## config.mk

```make
export PLATFORM = sky130hd
export DESIGN_NAME = pam_4_channel
export DESIGN_NICKNAME = d
export VERILOG_FILES = /design/src/rtl/pam_4_channel_pkg.sv /design/src/rtl/pam_4_channel_noise_lfsr.sv /design/src/rtl/pam_4_channel.sv
export SDC_FILE = /design/constraint.sdc
export NUM_CORES = 1
export LEC_CHECK = 0
export CAP_MARGIN = 15
export CELL_PAD_IN_SITES_DETAIL_PLACEMENT = 0
export CELL_PAD_IN_SITES_GLOBAL_PLACEMENT = 1
export CORE_MARGIN = 2
export CORE_UTILIZATION = 30
export CTS_BUF_LIST = sky130_fd_sc_hd__clkbuf_2
export DETAILED_ROUTE_END_ITERATION = 7
export PLACE_DENSITY_LB_ADDON = 0.1
export SYNTH_ARGS = -nofsm -noshare
export SYNTH_HDL_FRONTEND = slang
export SYNTH_SLANG_ARGS = --single-unit
```

## constraint.sdc

```tcl
create_clock -name clk -period 7.42 [get_ports clk]
set_clock_uncertainty 0.15 [all_clocks]
set_input_delay 1.855 -clock clk [delete_from_list [all_inputs] [get_ports clk]]
set_output_delay 1.855 -clock clk [all_outputs]
set_load 0.05 [all_outputs]
```

## src/rtl/pam_4_channel_pkg.sv

```systemverilog
// rtl/pam_4_channel_pkg.sv - shared constants and helpers for the PAM-4 channel model
// Holds mid level, tap fixed-point format, default taps and the noise LFSR definition.
package pam_4_channel_pkg;

   localparam int DEF_SIGNAL_RESOLUTION = 8;
   localparam int DEF_TAP_WIDTH         = 8;

   localparam int MID_LEVEL = 1 << (DEF_SIGNAL_RESOLUTION - 1);
   localparam int TAP_FRAC  = DEF_TAP_WIDTH - 2;
   localparam int TAP_ONE   = 1 << TAP_FRAC;

   localparam int DEFAULT_CURSOR_TAP = TAP_ONE;
   localparam int DEFAULT_POST_TAP   = 0;

   // x^16 + x^14 + x^13 + x^11 + 1, bit i set for term x^(i+1)
   localparam logic [15:0] LFSR_SEED = 16'hACE1;
   localparam logic [15:0] LFSR_POLY = 16'hB400;

   function automatic int mid_level(input int res);
      return 1 << (res - 1);
   endfunction

   function automatic int tap_frac(input int tw);
      return tw - 2;
   endfunction

   // Scaled so the cursor tap is unity gain in any tap width.
   function automatic int default_tap(input int idx, input int tw);
      if (idx == 0)
         return DEFAULT_CURSOR_TAP << (tap_frac(tw) - TAP_FRAC);
      return DEFAULT_POST_TAP;
   endfunction

   // A right-shifting Fibonacci register taps state bit (16-t) for term x^t.
   function automatic logic [15:0] lfsr_fb_mask(input logic [15:0] poly);
      logic [15:0] m;
      m = '0;
      for (int i = 0; i < 16; i++)
         m[15 - i] = poly[i];
      return m;
   endfunction

endpackage

```

## src/rtl/pam_4_channel_noise_lfsr.sv

```systemverilog
// rtl/pam_4_channel_noise_lfsr.sv - 16-bit Fibonacci LFSR used as channel noise source
// Advances once per enabled cycle; resets to the package seed.
module channel_noise_lfsr
   import pam_4_channel_pkg::*;
(
   input  logic        clk,
   input  logic        rstn,
   input  logic        en_i,
   output logic [15:0] state_o
);

   localparam logic [15:0] FB_MASK = lfsr_fb_mask(LFSR_POLY);

   logic [15:0] state_q;
   logic [15:0] state_d;

   always_comb begin
      state_d = state_q;
      if (en_i)
         state_d = {^(state_q & FB_MASK), state_q[15:1]};
   end

   always_ff @(posedge clk or negedge rstn) begin
      if (!rstn)
         state_q <= LFSR_SEED;
      else
         state_q <= state_d;
   end

   assign state_o = state_q;

endmodule

```

## src/rtl/pam_4_channel.sv

```systemverilog
// rtl/pam_4_channel.sv - PAM-4 channel ISI FIR with rounding and saturation, 2-cycle latency
// Optional additive noise when PAM_4_CHANNEL_NOISE_EN is defined.
module pam_4_channel
   import pam_4_channel_pkg::*;
#(
   parameter int SIGNAL_RESOLUTION = 8,
   parameter int NUM_TAPS          = 4,
   parameter int TAP_WIDTH         = 8
) (
   input  logic                          clk,
   input  logic                          rstn,
   input  logic [SIGNAL_RESOLUTION-1:0]  voltage_level_in,
   input  logic                          voltage_level_in_valid,
   input  logic                          tap_wr_en,
   input  logic [$clog2(NUM_TAPS)-1:0]   tap_wr_addr,
   input  logic [TAP_WIDTH-1:0]          tap_wr_data,
   output logic [SIGNAL_RESOLUTION-1:0]  voltage_level_out,
   output logic                          voltage_level_out_valid
);

   localparam int SR    = SIGNAL_RESOLUTION;
   localparam int AW    = $clog2(NUM_TAPS);
   localparam int PW    = SR + TAP_WIDTH;
   localparam int ACC_W = SR + TAP_WIDTH + AW;
   localparam int FRAC  = tap_frac(TAP_WIDTH);

   localparam logic signed [ACC_W-1:0] RND_C = ACC_W'(1 << (FRAC - 1));
   localparam logic signed [ACC_W-1:0] MID_C = ACC_W'(mid_level(SR));
   localparam logic signed [ACC_W-1:0] MAX_C = ACC_W'((1 << SR) - 1);
   localparam logic [SR-1:0]           MID_OUT = SR'(mid_level(SR));

   logic signed [TAP_WIDTH-1:0] tap_q  [NUM_TAPS];
   logic signed [SR-1:0]        hist_q [NUM_TAPS-1];
   logic signed [SR-1:0]        win    [NUM_TAPS];
   logic signed [PW-1:0]        prod_d [NUM_TAPS];
   logic signed [PW-1:0]        prod_q [NUM_TAPS];
   logic                        valid1_q;
   logic                        valid2_q;
   logic [SR-1:0]               out_q;
   logic signed [SR-1:0]        x_in;
   logic signed [ACC_W-1:0]     acc_d;
   logic signed [ACC_W-1:0]     lvl_d;
   logic [SR-1:0]               sat_d;

   // Offset-binary to two's complement is an MSB flip.
   assign x_in = {~voltage_level_in[SR-1], voltage_level_in[SR-2:0]};

`ifdef PAM_4_CHANNEL_NOISE_EN
   logic [15:0]        lfsr_state;
   logic signed [3:0]  noise1_q;

   channel_noise_lfsr u_noise (
      .clk     (clk),
      .rstn    (rstn),
      .en_i    (voltage_level_in_valid),
      .state_o (lfsr_state)
   );

   always_ff @(posedge clk or negedge rstn) begin
      if (!rstn)
         noise1_q <= '0;
      else if (voltage_level_in_valid)
         noise1_q <= lfsr_state[3:0];
   end
`endif

   // Window seen by the taps: the incoming sample plus the stored history.
   always_comb begin
      win[0] = x_in;
      for (int k = 1; k < NUM_TAPS; k++)
         win[k] = hist_q[k-1];
      for (int k = 0; k < NUM_TAPS; k++)
         prod_d[k] = PW'(tap_q[k]) * PW'(win[k]);
   end

   always_comb begin
      acc_d = '0;
      for (int k = 0; k < NUM_TAPS; k++)
         acc_d = acc_d + ACC_W'(prod_q[k]);
      lvl_d = ((acc_d + RND_C) >>> FRAC) + MID_C;
`ifdef PAM_4_CHANNEL_NOISE_EN
      lvl_d = lvl_d + ACC_W'(noise1_q);
`endif
      if (lvl_d[ACC_W-1])
         sat_d = '0;
      else if (lvl_d > MAX_C)
         sat_d = '1;
      else
         sat_d = lvl_d[SR-1:0];
   end

   // Taps written at an edge are seen only by samples accepted on later edges.
   always_ff @(posedge clk or negedge rstn) begin
      if (!rstn) begin
         for (int k = 0; k < NUM_TAPS; k++) begin
            tap_q[k]  <= TAP_WIDTH'(default_tap(k, TAP_WIDTH));
            prod_q[k] <= '0;
         end
         for (int k = 0; k < NUM_TAPS - 1; k++)
            hist_q[k] <= '0;
         valid1_q <= 1'b0;
         valid2_q <= 1'b0;
         out_q    <= MID_OUT;
      end else begin
         for (int k = 0; k < NUM_TAPS; k++)
            if (tap_wr_en && (tap_wr_addr == AW'(k)))
               tap_q[k] <= tap_wr_data;
         valid1_q <= voltage_level_in_valid;
         if (voltage_level_in_valid) begin
            for (int k = 0; k < NUM_TAPS; k++)
               prod_q[k] <= prod_d[k];
            for (int k = NUM_TAPS - 2; k > 0; k--)
               hist_q[k] <= hist_q[k-1];
            hist_q[0] <= x_in;
         end
         valid2_q <= valid1_q;
         if (valid1_q)
            out_q <= sat_d;
      end
   end

   assign voltage_level_out       = out_q;
   assign voltage_level_out_valid = valid2_q;

endmodule
```

## After elaboration in Yosys (flattened, before gate mapping)

Cells that the tools add are included.

- Equality and inequality tests: 3
- Multipliers: 4
- Magnitude comparators: 1
- Multiplexer cells: 2
- Bitwise operators: 1
- Add/subtract/negate cells: 5
- Reductions and logical operators: 5

Operator list:

| kind | count |
|---|---|
| 8-bit by 8-bit multiplier with 16-bit output | 4 |
| 17-bit by 16-bit adder with 18-bit output | 1 |
| 18-bit by 16-bit adder with 18-bit output | 1 |
| 18-bit by 7-bit adder with 18-bit output, second input constant | 1 |
| 16-bit by 16-bit adder with 17-bit output | 1 |
| 8-bit two-way mux | 2 |
| 12-bit by 9-bit adder with 13-bit output, second input constant | 1 |
| 13-bit by 9-bit greater-than comparator with 1-bit output, second input constant | 1 |
| 2-bit == test, second input constant | 2 |
| 1-bit logical AND | 4 |
| 2-bit by 1-bit == test with 1-bit output, second input constant | 1 |
| 2-bit zero test | 1 |
| 1-bit inverter | 1 |

- Register bits after elaboration: 130
- Output and inout port bits: 9
- Logic and storage cells: 35

## Longest topological paths before layout

- Depth in word-level cells: 8
- Depth in mapped cells: 18

## Worst setup path after synthesis

Ideal clock, no wire load.

- Kind: in2reg
- Start: input voltage_level_in[7]
- End: register prod_q[63] in the netlist's numbering
- Path slack: 1.350 ns
- Arrival time: 5.796 ns
- Stages: 17
- Cell sequence: clkbuf_1 -> or2_2 -> fa_1 -> fa_1 -> inv_1 -> fa_1 -> inv_1 -> fa_1 -> inv_1 -> ha_1 -> inv_1 -> o21ai_0 -> a211oi_1 -> o31ai_1 -> o41ai_1 -> xnor2_1 -> mux2_2

- Cells in the longest elaborated chain, start to end: 2

RTL lines:

| item | RTL line | text |
|---|---|---|
| start: declaration | pam_4_channel.sv:12 | `input logic [SIGNAL_RESOLUTION-1:0] voltage_level_in,` |
| 1-bit inverter | pam_4_channel.sv:46 | `assign x_in = {~voltage_level_in[SR-1], voltage_level_in[SR-2:0]};` |
| 8-bit by 8-bit multiplier with 16-bit output | pam_4_channel.sv:73 | `prod_d[k] = PW'(tap_q[k]) * PW'(win[k]);` |
| end signal: indexed assignment | pam_4_channel.sv:111 | `prod_q[k] <= prod_d[k];` |
| end: declaration | pam_4_channel.sv:36 | `logic signed [PW-1:0] prod_q [NUM_TAPS];` |

Every way passes these cells.
A chain may end at the register's enable or synchronous reset.

## Worst setup path after layout

- Start: input voltage_level_in[2]
- End: register prod_q[63] in the netlist's numbering

- Cells in the longest elaborated chain, start to end: 1

RTL lines:

| item | RTL line |
|---|---|
| 8-bit by 8-bit multiplier with 16-bit output | pam_4_channel.sv:73 |

Every way passes these cells.

==> impl_results.md <==
- Status: finished, final reports clean
- Commonest non-fill, non-tap cell in the layout: inv_1
- Commonest cells after routing, fill and taps aside: inv_1 (362), fa_1 (252), and2_1 (162), ha_1 (147), dfrtp_1 (128)
- Nets: 2,101
- Register bit total from synthesis: 130
- Mean area per synthesized cell: 9.92 µm²
- Layout cells sized above 1: between 6 and 7%
- CTS root buf: clkbuf_2
- Hpwl dp: between 30,000 and 40,000 µm
- Least-Margin Pin Slew: ~790 ps
- Num rows: 85
- CP Data Arrival Time: 6590 ps
- Cell count after placement: about 2,400
- Mapped Cells: 1,652
- Top cell type's share of synthesized area: between 30 and 40%
- PortBufs: 30
- Critical path's slowest cell: clkdlybuf4s50_1
- Synthesized area: 0.0164 mm²
- Cell taking the most area after synthesis: fa_1
- Kind of critical path: primary input to flop
- Final period util: between 70% and 80%
- Vias in the first global route: 11,800
- Critical path cell sequence: clkdlybuf4s50_1 -> and2_1 -> fa_1 -> inv_1 -> fa_1 -> fa_1 -> fa_1 -> inv_1 -> ha_1 -> a21oi_1 -> o21ai_0 -> a211oi_1 -> o31ai_1 -> o41ai_1 -> xnor2_1 -> mux2_2
- CP max stage delay: 590 ps
- Final cell count without fillers: 2,392
- Hold_buf cts: 0
- Post-synth top flop: dfrtp_1
- Post-cts sizing count: 0
- First-pass GRT wire length: just under 70,000 µm
- Clock latency on the worst-skew pair: 980 ps
- CTS sink cnt: 130
- Grt total ovfl: 0
- Yosys warnings: 0
- Hold WS: 363 ps
- Detailed Route WL: 41,400 µm
- Worst-case clock buffer depth: 2
- Total track usage: between 10% and 20%
- Final Setup Violations: 0
- Die height: between 200 and 250 µm
- Initial antenna violation count: 2
- Post-CTS Setup Bufs: 0
- WL met1: 21,100 µm
- Sequential-to-total area share from yosys stat: 19.9%
- Initial Util: between 30% and 40%
- Area grow syn2layout: 8.55%
- Largest net degree at the start of global routing: between 70 and 80
- HP Class: flop to flop
- WL met2: 18,100 µm
- Routed Antenna Nets: 0
- Via count: 10,800
- H-tree levels: 4
- CTS tree: yes
- Relative slew slack: between 40 and 50%
- Max-slew violations: 0
- Die W: around 240 µm
- Final hold vios: 0
- Routability-driven placement congestion ratio: 0.780
- Syn Nets: just over 2,000
- Number of buffers created by CTS: 17
- Full die area: roughly 0.057 mm²
- Clock-pin slew on the worst setup and hold paths: about 210 ps
- Most used cell, CP: fa_1
- Number of fillers in the final layout: 5,579
- Setup TNS: 0 ps
- Via density: approximately 4.5
- Boundary pin count: 31
- Routed WL per cell: ~17 µm
- DRT Pass-1 Iters: 4
- 1st-iter DRT viols: around 460
- Post-synth ARST share: 100%
- RSZ-0062 raised after global routing: no
- DR top layer: met4
- Post-synth EDFFs: 0
- Core area: ~0.054 mm²
- Max-cap viol count: 0
- Fin crit period: 5860 ps
- DRC Markers: 0
- Largest cells by area after synthesis: fa_1 (31%), dfrtp_1 (20%), ha_1 (11%)
- Post-layout util: about a third
- Cell variety after synth: 56
- Max Clock Freq: 171 MHz
- Crit start category: primary input
- Worst Path Max Fanout: 9
- Worst Path Required: 8150 ps
- CP Capture Type: flop
- Met3 wire len: 1040 µm
## stage by stage
step / cell area, µm² / setup WS, ps
after floorplan: 16400 / 1350
after global placement: 17500 / 597
after detailed placement: 17500 / 544
after CTS: 17800 / 1730
after global routing: 17800 / 1360
final: 17800 / 1560
## routing by layer
metal  global-route usage (%)  up-vias
met5                        0        -
met1                     22.5     5426
li1                         -     5230
met4                     5.53        0
met2                     24.3      105
met3                     2.61       39
## Yosys cell counts (12+ instances only)
master,count
a211oi_1,16
or3_1,13
mux2_2,62
a21o_1,12
inv_1,362
a21oi_1,26
nor2_1,42
nand3_1,17
nand2_1,111
o21ai_0,66
nor3_1,17
ha_1,147
xor2_1,12
dfrtp_1,128
clkbuf_1,18
fa_1,252
nand2b_1,21
and2_1,162
xnor2_1,49
## final timing paths
| check | start | end | slack, ps | depth (start not counted) |
|---|---|---|---|---|
| max in group asynchronous | rstn | hist_q[22] | 5100 | 2 |
| hold / removal | prod_q[12] | prod_q[12] | 360 | 2 |
| setup reg to reg | hist_q[18] | prod_q[45] | 2280 | 15 |
| min in group asynchronous | rstn | prod_q[58] | 730 | 1 |
| setup / recovery | voltage_level_in[2] | prod_q[63] | 1560 | 16 |
| hold reg to reg | prod_q[12] | prod_q[12] | 360 | 2 |
## critical path: cells and delay by family
family	cells	cell delay (ps)
xor gates and xnor gates	1	120
AOI/OAI and AO/OA	5	1220
adders and majority gates	5	2140
muxes	1	270
buffers and inverters	3	710
and+or+nand+nor	1	280
## logic make-up (layout without fill, tap and decap cells)
family                   count (synthesis)  in the layout  share of synthesized area (%)
flip-flops                             130            130                           19.9
AND/OR/NAND/NOR                        427            427                           13.9
multiplexers                            70             70                           4.75
XOR/XNOR                                62             62                           3.36
buffers and inverters                  388            429                           8.89
other                                    0              3                              0
adder cells (fa/ha/maj)                399            399                           42.0
AO/OA/AOI/OAI                          176            176                           7.23
## sequential cells by signal, indices dropped and copies added, names as in the netlist
| register | cells |
|---|---|
| valid1_q | 1 |
| voltage_level_out | 8 |
| voltage_level_out_valid | 1 |
| tap_q | 32 |
| prod_q | 64 |
| hist_q | 24 |
## layout make-up
class,count,area [µm²],share of cell area (%)
inverter,363,1360,7.66
antenna,3,7.51,0.0422
sequential,130,3260,18.3
clock inverter,15,203,1.14
timing repair buffer,34,329,1.85
tap,696,871,4.89
multi-input combinational,1134,11700,65.6
clock buffer,17,85.1,0.478
Power is left out: the tool's default activity adds up to more than one toggle a clock period on the data nets, which glitch-free logic cannot reach.
